## src/rtl/sparse_stream_pkg.sv

```systemverilog
// ============================================================================
// Module      : sparse_stream_pkg
// Description : Shared stream-word encoding, token helpers and the densifier
//               FSM state type for the sparse stream fabric primitives.
// Revision    : 1.0 - initial release
// ============================================================================
`default_nettype none

package sparse_stream_pkg;

  // Stream word: bit 16 flags a control word, [15:0] carries the payload.
  localparam int STREAM_W = 17;
  localparam int CTRL_BIT = 16;

  // Control-word kind lives in [9:8]; stop tokens carry their level in [7:0].
  localparam logic [1:0] CTRL_STOP = 2'b00;
  localparam logic [1:0] CTRL_DONE = 2'b01;

  localparam logic [STREAM_W-1:0] STOP_BASE  = 17'h10000;
  localparam logic [STREAM_W-1:0] DONE_TOKEN = 17'h10100;

  typedef enum logic [1:0] {
    ST_DATA  = 2'd0,
    ST_TAIL  = 2'd1,
    ST_TOKEN = 2'd2,
    ST_FIN   = 2'd3
  } densify_state_t;

  function automatic logic is_ctrl(input logic [STREAM_W-1:0] w);
    return w[CTRL_BIT];
  endfunction

  function automatic logic is_stop(input logic [STREAM_W-1:0] w);
    return w[CTRL_BIT] && (w[9:8] == CTRL_STOP);
  endfunction

  function automatic logic is_done(input logic [STREAM_W-1:0] w);
    return w[CTRL_BIT] && (w[9:8] == CTRL_DONE);
  endfunction

  function automatic logic [7:0] stop_level(input logic [STREAM_W-1:0] w);
    return w[7:0];
  endfunction

  function automatic logic [STREAM_W-1:0] make_stop(input logic [7:0] level);
    return STOP_BASE | {9'd0, level};
  endfunction

endpackage

`default_nettype wire

```

## src/rtl/stream_out_reg.sv

```systemverilog
// ============================================================================
// Module      : stream_out_reg
// Description : One-entry ready/valid output register. Accepts a new word
//               whenever it is empty or its current word is being taken, so
//               it sustains one word per cycle with no bubbles.
// Revision    : 1.0 - initial release
// ============================================================================
`default_nettype none

module stream_out_reg #(
  parameter int W = 17
) (
  input  logic         clk,
  input  logic         rst,
  input  logic         clr,
  input  logic         en,
  input  logic [W-1:0] in_data,
  input  logic         in_push,
  input  logic         out_ready,
  output logic         can_load,
  output logic [W-1:0] out_data,
  output logic         out_valid
);

  assign can_load = !out_valid || out_ready;

  // Hold the word until taken; data only changes on a push so it is stable
  // for as long as the consumer stalls.
  always_ff @(posedge clk or posedge rst) begin
    if (rst) begin
      out_data  <= '0;
      out_valid <= 1'b0;
    end else if (clr) begin
      out_data  <= '0;
      out_valid <= 1'b0;
    end else if (en && can_load) begin
      out_valid <= in_push;
      if (in_push) begin
        out_data <= in_data;
      end
    end
  end

endmodule

`default_nettype wire

```

## src/rtl/crd_densify.sv

```systemverilog
// ============================================================================
// Module      : crd_densify
// Description : Sparse-to-dense decompressor. Merges a sorted coordinate
//               stream with its value stream and emits every fiber as exactly
//               DIM data words (zero-filled), followed by the regenerated stop
//               token, and finally the done token.
// Options     : CRD_DENSIFY_PERF_EN adds the pad_count output, a saturating
//               count of zero-fill words taken by the consumer.
// Revision    : 1.0 - initial release
// ============================================================================
`default_nettype none

module crd_densify
  import sparse_stream_pkg::*;
#(
  parameter int DIM    = 16,
  parameter int DATA_W = 16
) (
  input  logic            clk,
  input  logic            rst,
  input  logic            clk_en,
  input  logic            flush,
  input  logic            tile_en,
  input  logic [DATA_W:0] crd_in,
  input  logic            crd_in_valid,
  output logic            crd_in_ready,
  input  logic [DATA_W:0] val_in,
  input  logic            val_in_valid,
  output logic            val_in_ready,
  output logic [DATA_W:0] dense_out,
  output logic            dense_out_valid,
  input  logic            dense_out_ready,
  output logic            err
`ifdef CRD_DENSIFY_PERF_EN
  ,
  output logic [31:0]     pad_count
`endif
);

  localparam logic [15:0] DIM16 = 16'(DIM);

`ifdef CRD_DENSIFY_PERF_EN
  // The output register carries a side bit marking zero-fill words.
  localparam int OUT_W = STREAM_W + 1;
`else
  localparam int OUT_W = STREAM_W;
`endif

  densify_state_t        state;
  densify_state_t        state_nx;
  logic [15:0]           idx;
  logic [15:0]           idx_nx;
  logic                  emit;
  logic [STREAM_W-1:0]   emit_word;
  logic                  consume;
  logic                  set_err;
  logic                  both_valid;
  logic                  crd_ctrl;
  logic                  val_ctrl;
  logic [15:0]           coord;
  logic                  can_load;
  logic                  go;
  logic                  out_valid_q;
  logic [OUT_W-1:0]      out_word;
  logic [OUT_W-1:0]      push_word;
`ifdef CRD_DENSIFY_PERF_EN
  logic                  emit_pad;
`endif

  assign both_valid = crd_in_valid && val_in_valid;
  assign crd_ctrl   = is_ctrl(crd_in);
  assign val_ctrl   = is_ctrl(val_in);
  assign coord      = crd_in[15:0];

  // A step happens only when the output register can take whatever this
  // state produces; flush wins over any step in the same enabled cycle.
  assign go = clk_en && tile_en && !flush && can_load;

  // Both streams advance together; readies stay low in reset.
  assign crd_in_ready = consume && go && !rst;
  assign val_in_ready = consume && go && !rst;

  // Decide what the current state emits, consumes and flags this cycle.
  always_comb begin
    emit      = 1'b0;
    emit_word = '0;
    consume   = 1'b0;
    set_err   = 1'b0;
    state_nx  = state;
    idx_nx    = idx;
`ifdef CRD_DENSIFY_PERF_EN
    emit_pad  = 1'b0;
`endif
    case (state)
      ST_DATA: begin
        if (both_valid) begin
          if (!crd_ctrl && !val_ctrl) begin
            if ((coord >= DIM16) || (coord < idx)) begin
              // Out-of-range or unsorted coordinate: drop the pair.
              set_err = 1'b1;
              consume = 1'b1;
            end else if (coord > idx) begin
              // Fill the gap ahead of the coordinate, keep it at the head.
              emit    = 1'b1;
              idx_nx  = idx + 16'd1;
`ifdef CRD_DENSIFY_PERF_EN
              emit_pad = 1'b1;
`endif
            end else begin
              emit      = 1'b1;
              emit_word = val_in;
              consume   = 1'b1;
              idx_nx    = idx + 16'd1;
            end
          end else if (crd_ctrl != val_ctrl) begin
            set_err = 1'b1;
            consume = 1'b1;
          end else if (is_stop(crd_in)) begin
            state_nx = ST_TAIL;
          end else if (is_done(crd_in)) begin
            if (idx == 16'd0) begin
              emit      = 1'b1;
              emit_word = DONE_TOKEN;
              consume   = 1'b1;
              state_nx  = ST_FIN;
              if (val_in != DONE_TOKEN) begin
                set_err = 1'b1;
              end
            end else begin
              // Unterminated fiber: close it with an implicit S0 first.
              set_err  = 1'b1;
              state_nx = ST_TAIL;
            end
          end else begin
            set_err = 1'b1;
            consume = 1'b1;
          end
        end
      end

      ST_TAIL: begin
        if (idx >= DIM16) begin
          state_nx = ST_TOKEN;
        end else begin
          emit   = 1'b1;
          idx_nx = idx + 16'd1;
`ifdef CRD_DENSIFY_PERF_EN
          emit_pad = 1'b1;
`endif
          if ((idx + 16'd1) == DIM16) begin
            state_nx = ST_TOKEN;
          end
        end
      end

      ST_TOKEN: begin
        if (both_valid) begin
          if (is_stop(crd_in)) begin
            emit      = 1'b1;
            emit_word = crd_in;
            consume   = 1'b1;
            idx_nx    = 16'd0;
            state_nx  = ST_DATA;
            if (val_in != crd_in) begin
              set_err = 1'b1;
            end
          end else if (is_done(crd_in)) begin
            // Implicit S0; the done token stays at the head for ST_DATA.
            emit      = 1'b1;
            emit_word = make_stop(8'd0);
            idx_nx    = 16'd0;
            state_nx  = ST_DATA;
          end else begin
            set_err = 1'b1;
            consume = 1'b1;
          end
        end
      end

      ST_FIN: begin
        state_nx = ST_FIN;
      end

      default: begin
        state_nx = ST_DATA;
      end
    endcase
  end

  // FSM state, position counter and sticky error flag.
  always_ff @(posedge clk or posedge rst) begin
    if (rst) begin
      state <= ST_DATA;
      idx   <= 16'd0;
      err   <= 1'b0;
    end else if (clk_en) begin
      if (flush) begin
        state <= ST_DATA;
        idx   <= 16'd0;
        err   <= 1'b0;
      end else if (go) begin
        state <= state_nx;
        idx   <= idx_nx;
        if (set_err) begin
          err <= 1'b1;
        end
      end
    end
  end

`ifdef CRD_DENSIFY_PERF_EN
  assign push_word = {emit_pad, emit_word};
`else
  assign push_word = emit_word;
`endif

  stream_out_reg #(
    .W (OUT_W)
  ) u_out_reg (
    .clk       (clk),
    .rst       (rst),
    .clr       (clk_en && flush),
    .en        (clk_en && tile_en),
    .in_data   (push_word),
    .in_push   (emit && go),
    .out_ready (dense_out_ready && tile_en),
    .can_load  (can_load),
    .out_data  (out_word),
    .out_valid (out_valid_q)
  );

  assign dense_out       = out_word[STREAM_W-1:0];
  assign dense_out_valid = out_valid_q && tile_en;

`ifdef CRD_DENSIFY_PERF_EN
  // Count zero-fill words as they are taken downstream, saturating.
  always_ff @(posedge clk or posedge rst) begin
    if (rst) begin
      pad_count <= 32'd0;
    end else if (clk_en) begin
      if (flush) begin
        pad_count <= 32'd0;
      end else if (dense_out_valid && dense_out_ready && out_word[STREAM_W]
                   && (pad_count != 32'hFFFF_FFFF)) begin
        pad_count <= pad_count + 32'd1;
      end
    end
  end
`endif

endmodule

`default_nettype wire
```

## config.mk

```make
export PLATFORM = sky130hd
export DESIGN_NAME = crd_densify
export DESIGN_NICKNAME = d
export VERILOG_FILES = /design/src/rtl/sparse_stream_pkg.sv /design/src/rtl/stream_out_reg.sv /design/src/rtl/crd_densify.sv
export SDC_FILE = /design/constraint.sdc
export NUM_CORES = 1
export LEC_CHECK = 0
export ABC_AREA = 1
export BUFFER_PORTS_ARGS = -buffer_cell sky130_fd_sc_hd__buf_4
export CAP_MARGIN = 20
export CELL_PAD_IN_SITES_DETAIL_PLACEMENT = 1
export CELL_PAD_IN_SITES_GLOBAL_PLACEMENT = 1
export CORE_MARGIN = 2
export CORE_UTILIZATION = 39
export CTS_CLUSTER_SIZE = 25
export DETAILED_ROUTE_END_ITERATION = 8
export GPL_TIMING_DRIVEN = 0
export PLACE_DENSITY_LB_ADDON = 0.3
export SYNTH_ARGS = -nofsm -noshare
export SYNTH_HDL_FRONTEND = slang
export SYNTH_HIERARCHICAL = 1
export SYNTH_SLANG_ARGS = --single-unit
```

## constraint.sdc

```tcl
create_clock -name clk -period 2.8 [get_ports clk]
set_input_delay 0.28 -clock clk [delete_from_list [all_inputs] [get_ports clk]]
set_output_delay 0.28 -clock clk [all_outputs]
set_load 0.03 [all_outputs]
```

# --- After elaboration in Yosys (flattened, before gate mapping) ---
# Index checks and enable logic that the tools add are counted.
classes:
  n_addsub: 1
  order_cmp: 4
  n_eq_ne: 18
  mux: 79
  reduce_logical: 33
ops:
  columns: ["cell", "n"]
  rows:
  - ["$mux 17", 14]
  - ["$mux 16", 9]
  - ["$pmux 16 s3", 1]
  - ["$mux 1", 37]
  - ["$pmux 17 s2", 1]
  - ["$ge 16x5->1 const B", 2]
  - ["$mux 2", 13]
  - ["$ne 3x3->1 const B", 7]
  - ["$reduce_and 9->1", 2]
  - ["$ne 17x17->1", 1]
  - ["$ne 17x17->1 const B", 1]
  - ["$add 16x1->16 const B", 1]
  - ["$eq 16x5->1 const B", 1]
  - ["$gt 16x16->1", 1]
  - ["$logic_not 16->1", 1]
  - ["$lt 16x16->1", 1]
  - ["$logic_and 1x1->1", 14]
  - ["$ne 4x4->1 const B", 3]
  - ["$pmux 2 s4", 1]
  - ["$reduce_bool 2->1", 4]
  - ["$logic_not 1->1", 5]
  - ["$eq 2x1->1 const B", 2]
  - ["$eq 2x2->1 const B", 2]
  - ["$logic_not 2->1", 2]
  - ["other kinds (7)", 9]
word_totals:
  register_bits: 37
  inputBits: 42

# --- Longest topological paths before layout ---
logic_depth:
  word_depth: 12
  mapped_depth: 18
  mapped_depth_nobuf: 17

# --- Modules after synthesis ---
# Netlist, hierarchy kept.
by_module_without_submodules:
  columns: ["module", "n_inst", "cells_per_inst", "area_each_um2", "seq_area_each_um2"]
  rows:
  - ["crd_densify", 1, 445, 2606.2, 475.5]
  - ["stream_out_reg", 1, 84, 793.3, 450.4]

# --- Worst setup path before layout ---
# Ideal clock, no wire load.
synth_timing:
  path_type: "register to output"
  start: "reg idx[5]"
  end: "out val_in_ready"
  t_arrival_ps: 2241
  setup_slack_ps: 279
  path_stages_with_launch: 13
  path_cell_list: "dfrtp_1 > inv_1 > ha_1 > a21oi_1 > nor2_1 > nor3_1 > nand2_1 > nand2_1 > nand2_1 > nand2_1 > o21ai_0 > a21oi_1 > buf_4"
synth_via:
  elab_chain_cells: 10
  elab_cells_between_ends: 15
  cone_classes: "order compare (2); mux (9); reduce/logical (4)"
synth_rtl:
  columns: ["item", "line_no", "text"]
  rows:
  - ["start, declared", "crd_densify.sv:51", "logic [15:0] idx;"]
  - ["start signal, assigned", "crd_densify.sv:203", "idx <= idx_nx;"]
  - ["parallel branches: the longest is 5 deep, another holds $gt 16x16->1", null, null]
  - ["$mux 1 (*)", "crd_densify.sv:97", "if (!crd_ctrl && !val_ctrl) begin"]
  - ["$mux 1 (*)", "crd_densify.sv:96", "if (both_valid) begin"]
  - ["$pmux 1 s2 (*)", "crd_densify.sv:94", "case (state)"]
  - ["$logic_and 1x1->1 (*) (2 in a row)", null, null]
  - ["end, declared", "crd_densify.sv:29", "output logic val_in_ready,"]
# Every way passes the cells marked *.

# --- Worst setup path in the final report ---
layout_timing:
  start: "reg idx[11]"
  end: "out val_in_ready"
layout_via:
  elab_chain_cells: 10
  elab_cells_between_ends: 15
  cone_classes: "order compare (2); mux (9); reduce/logical (4)"
layout_rtl:
  columns: ["item", "line_no", "text"]
  rows:
  - ["parallel branches: the longest is 5 deep, another holds $gt 16x16->1", null, null]
  - ["$mux 1 (*)", "crd_densify.sv:97", null]
  - ["$mux 1 (*)", "crd_densify.sv:96", null]
  - ["$pmux 1 s2 (*)", "crd_densify.sv:94", null]
  - ["$logic_and 1x1->1 (*) (2 in a row)", "crd_densify.sv:81", "assign val_in_ready = consume && go && !rst;"]
# Marked as above.

==> results.ini <==
[logic_synthesis]
yosys_most_used_dff=sky130_fd_sc_hd__dfrtp_1
ys_seq_elements=37
async_reset_ff_share_pct=100.0
mappedNetlistArea_um2=3400
syn-mean-instance-area_um2=6.426
synth_top_family_by_area=simple AND/OR/NAND/NOR gates
synth.yosys.warnings=6
yosysUniqueCellTypes=31
synth_most_common_cell=sky130_fd_sc_hd__nand2_1
synth_edf_count=0
synthTopCellsByCount=sky130_fd_sc_hd__nand2_1, sky130_fd_sc_hd__inv_1, sky130_fd_sc_hd__nand3_1
xor_xnor_share_of_the_synthesized_area_pct=1.546
post_synth_fa_ha_maj_area_fraction_pct=9.201
syn-num-nets=596
yosys-mux-area-fraction_pct=0
synth_top_cells_by_area=sky130_fd_sc_hd__dfrtp_1, sky130_fd_sc_hd__nand2_1, sky130_fd_sc_hd__nand3_1
cell_type_with_the_largest_total_area_after_synthesis=sky130_fd_sc_hd__dfrtp_1
synth-seq-area-share_pct=27.24
netlist.area_leader.share_pct=27.24
synth_compound_gate_area_share_pct=9.717
post_synth_inst_count=529
yosys.area_share.simple_pct=40.74

[floorplanning]
fp.coreArea_um2=8593
row_count=34
die_area_um2=9480
fp.dieH_um=97.37
die_w_um=97.37
start_util_pct=39.56
io_pins=63

[critical_path]
timing.critical_path.arrival_ps=2310
critical_path.max_stage_delay_ps=440
critical_path.endpoint_type=output pin
r2r-start=idx[11]
crit_buf_inv=3
timing.setup.critical_path_class=reg2out
biggest_fanout_along_the_worst_timing_path=5
worst_ep_required_time_ps=2520
rrSetupSlack_ps=240
worst_path_dominant_cell_family=simple AND/OR/NAND/NOR gates
r2r.worst_path.cells=15
cp-start-kind=register
crit_top_cell=sky130_fd_sc_hd__nand2_1
path_cells=inv_2, ha_1, nand2_1, nor3_2, nand2_1, nand2_1, nand2_2, o21ai_2, a21oi_2, buf_4, buf_4
worst_r2r_endpoint=u_out_reg/out_data[3]
slowest_stage=sky130_fd_sc_hd__dfrtp_1

[cts]
cts_inserted_buffers=5
clockBufferDepth=2
tritoncts_clock_tree=built
cts-htree-levels=2
clock_sink_count=37
cts.root.buffer_cell=sky130_fd_sc_hd__clkbuf_8
worst_setup_hold_path_clk_slew_ps=80
clkLatencyLatePin_ps=300
postCtsHoldBufs=0

[place]
placement.io_buffers=61
post-dp-hpwl_um=9589
detailedPlace.worstSlack_ps=51.33
final_weighted_congestion_in_routability_driven_placement=0.9040

[power_and_ir_drop]
p_leak_nw=2.130
power.ir.vdd_worst_v=0.0002338
finalPower_mw=1.741
power_per_cell_area_nw_per_um2=418.8

[sta]
timing.slew.headroom_pct=41.46
finalSetupViolCount=0
final.period_utilization_pct=92.61
final.setup.worst_slack_ps=207.0
skew_ps=8.635
slew_viol_final=0
final_period_minus_worst_setup_slack_ps=2593
hold_viol=0
clock.fmax_mhz=385.7
worstMarginPinSlew_ps=877.1

[route]
dr.pass1.iters=4
ant_nets=0
via_per_inst=5.282
wl_um=11530
drt_iter0_markers=94
residual_drc_count=0
total_number_of_vias=3740
routed_wire_length_per_instance_um=16.28

[global_routing]
grt_usage_pct=25.24
grt-ovfl-total=0
number_of_global_route_vias_before_repair=4041
grt_start_max_net_pins=21
antenna_found_initial=0
grt_pass1_wl_um=19540

[flow_run]
timing.max_cap.violations=0

[layout]
drive_above_1_share_pct=18.67
num-nets-final=666
area.growth.synth_to_final_pct=22.30
final_antenna_diode_count=0

[status]
status=complete, no violations

[worst_hold_path]
min-delay-path-class=in2async

-- cells in the final DEF, fill, tap and decap left out, drive strengths merged --
cell      netlist  final
ha             25     25
nor3           10     10
nand4          22     22
o211ai          1      1
and3            1      1
a21oi          15     15
bufinv          0      1
buf            10     73
nor2           54     54
xnor2           2      2
nor3b           1      1
o22ai          13     13
a21boi          1      1
clkbuf          3      9
clkinvlp        0      1
nand2         151    151
or2             2      2
o21ai          28     28
nor4            1      1
xor2            4      4
dfrtp          37     37
nand3          68     68
o31ai           1      1
inv            79     79
-- how the worst max path moves through the flow --
stage / depth (start not counted) / endpoint / from
2_1_floorplan: 12 / val_in_ready / idx[5]
3_3_place_gp: 12 / u_out_reg/out_data[16] / idx[0]
3_5_place_dp: 12 / u_out_reg/out_data[3] / idx[0]
4_1_cts: 12 / u_out_reg/out_data[3] / idx[0]
5_1_grt: 18 / u_out_reg/out_data[3] / idx[3]
6_report: 11 / val_in_ready / idx[11]
-- power by group --
group / switching (mW) / internal [mW] / total (mW)
clock: 0.206 / 0.290 / 0.496
combinational: 0.409 / 0.227 / 0.636
sequential: 0.0441 / 0.565 / 0.609
total: 0.659 / 1.08 / 1.74
-- cells by family (layout without fill, tap and decap cells) --
kind of cell | after synthesis | after routing
adder cells (fa/ha/maj) | 25 | 25
AO/OA/AOI/OAI | 59 | 59
AND/OR/NAND/NOR | 310 | 310
buffers and inverters | 92 | 163
flip-flops | 37 | 37
XOR/XNOR | 6 | 6
-- layout make-up --
| class | instances | area [µm²] |
|---|---|---|
| Fill cell | 1180 | 4436 |
| Multi-Input combinational cell | 400 | 2105 |
| Sequential cell | 37 | 928.4 |
| Timing Repair Buffer | 63 | 473.0 |
| Inverter | 79 | 296.5 |
| Tap cell | 108 | 135.1 |
| Buffer | 13 | 100.1 |
| Clock buffer | 6 | 82.58 |
| Clock inverter | 2 | 37.54 |
-- worst reg2reg max path, cell delays in order (launching register included) --
cell	delay [ps]
sky130_fd_sc_hd__dfrtp_1	440
sky130_fd_sc_hd__inv_2	100
sky130_fd_sc_hd__ha_1	330
sky130_fd_sc_hd__nand2_1	90
sky130_fd_sc_hd__nor3_2	210
sky130_fd_sc_hd__nand2_1	90
sky130_fd_sc_hd__nand2_1	130
sky130_fd_sc_hd__nand2_2	110
sky130_fd_sc_hd__nand3_1	90
sky130_fd_sc_hd__nand2_1	70
sky130_fd_sc_hd__a21oi_2	180
sky130_fd_sc_hd__inv_1	90
sky130_fd_sc_hd__nor2_4	200
sky130_fd_sc_hd__buf_6	170
sky130_fd_sc_hd__nand3_1	100
sky130_fd_sc_hd__nand2_1	100
-- flip-flops by register name, indices dropped and copies added (netlist names) --
| register | cells |
|---|---|
| u_out_reg/out_data | 17 |
| idx | 16 |
| state | 2 |
| err | 1 |
| u_out_reg/out_valid | 1 |
-- stage by stage --
step                area (µm²)  hold slack, ps  setup TNS, ps  util [%]  instances
global route              4158           132.3         -21.21     48.38        708
global placement          3993           410.5              0     46.46        698
CTS                       4113           98.67              0     47.86        706
finish                    4158           84.75              0     48.38        708
floorplan                 3400           218.6              0         -        529
detailed placement        3993           416.4              0     46.46        698
-- per-layer routing --
| layer | wire (µm) | share of wire, % | global-route usage, % |
|---|---|---|---|
| met2 | 6163 | 53 | 47.59 |
| met5 | 0 | 0 | 0 |
| met4 | 244 | 2.1 | 7.372 |
| met1 | 4656 | 40 | 29.20 |
| met3 | 466 | 4.0 | 3.957 |
-- timing repair --
item / in CTS / in global routing
buffers inserted: 0 / 2
resized for setup: 0 / 11
endpoints found under the setup margin: 0 / 25
Note: power is estimated with default switching activity, not from simulation.
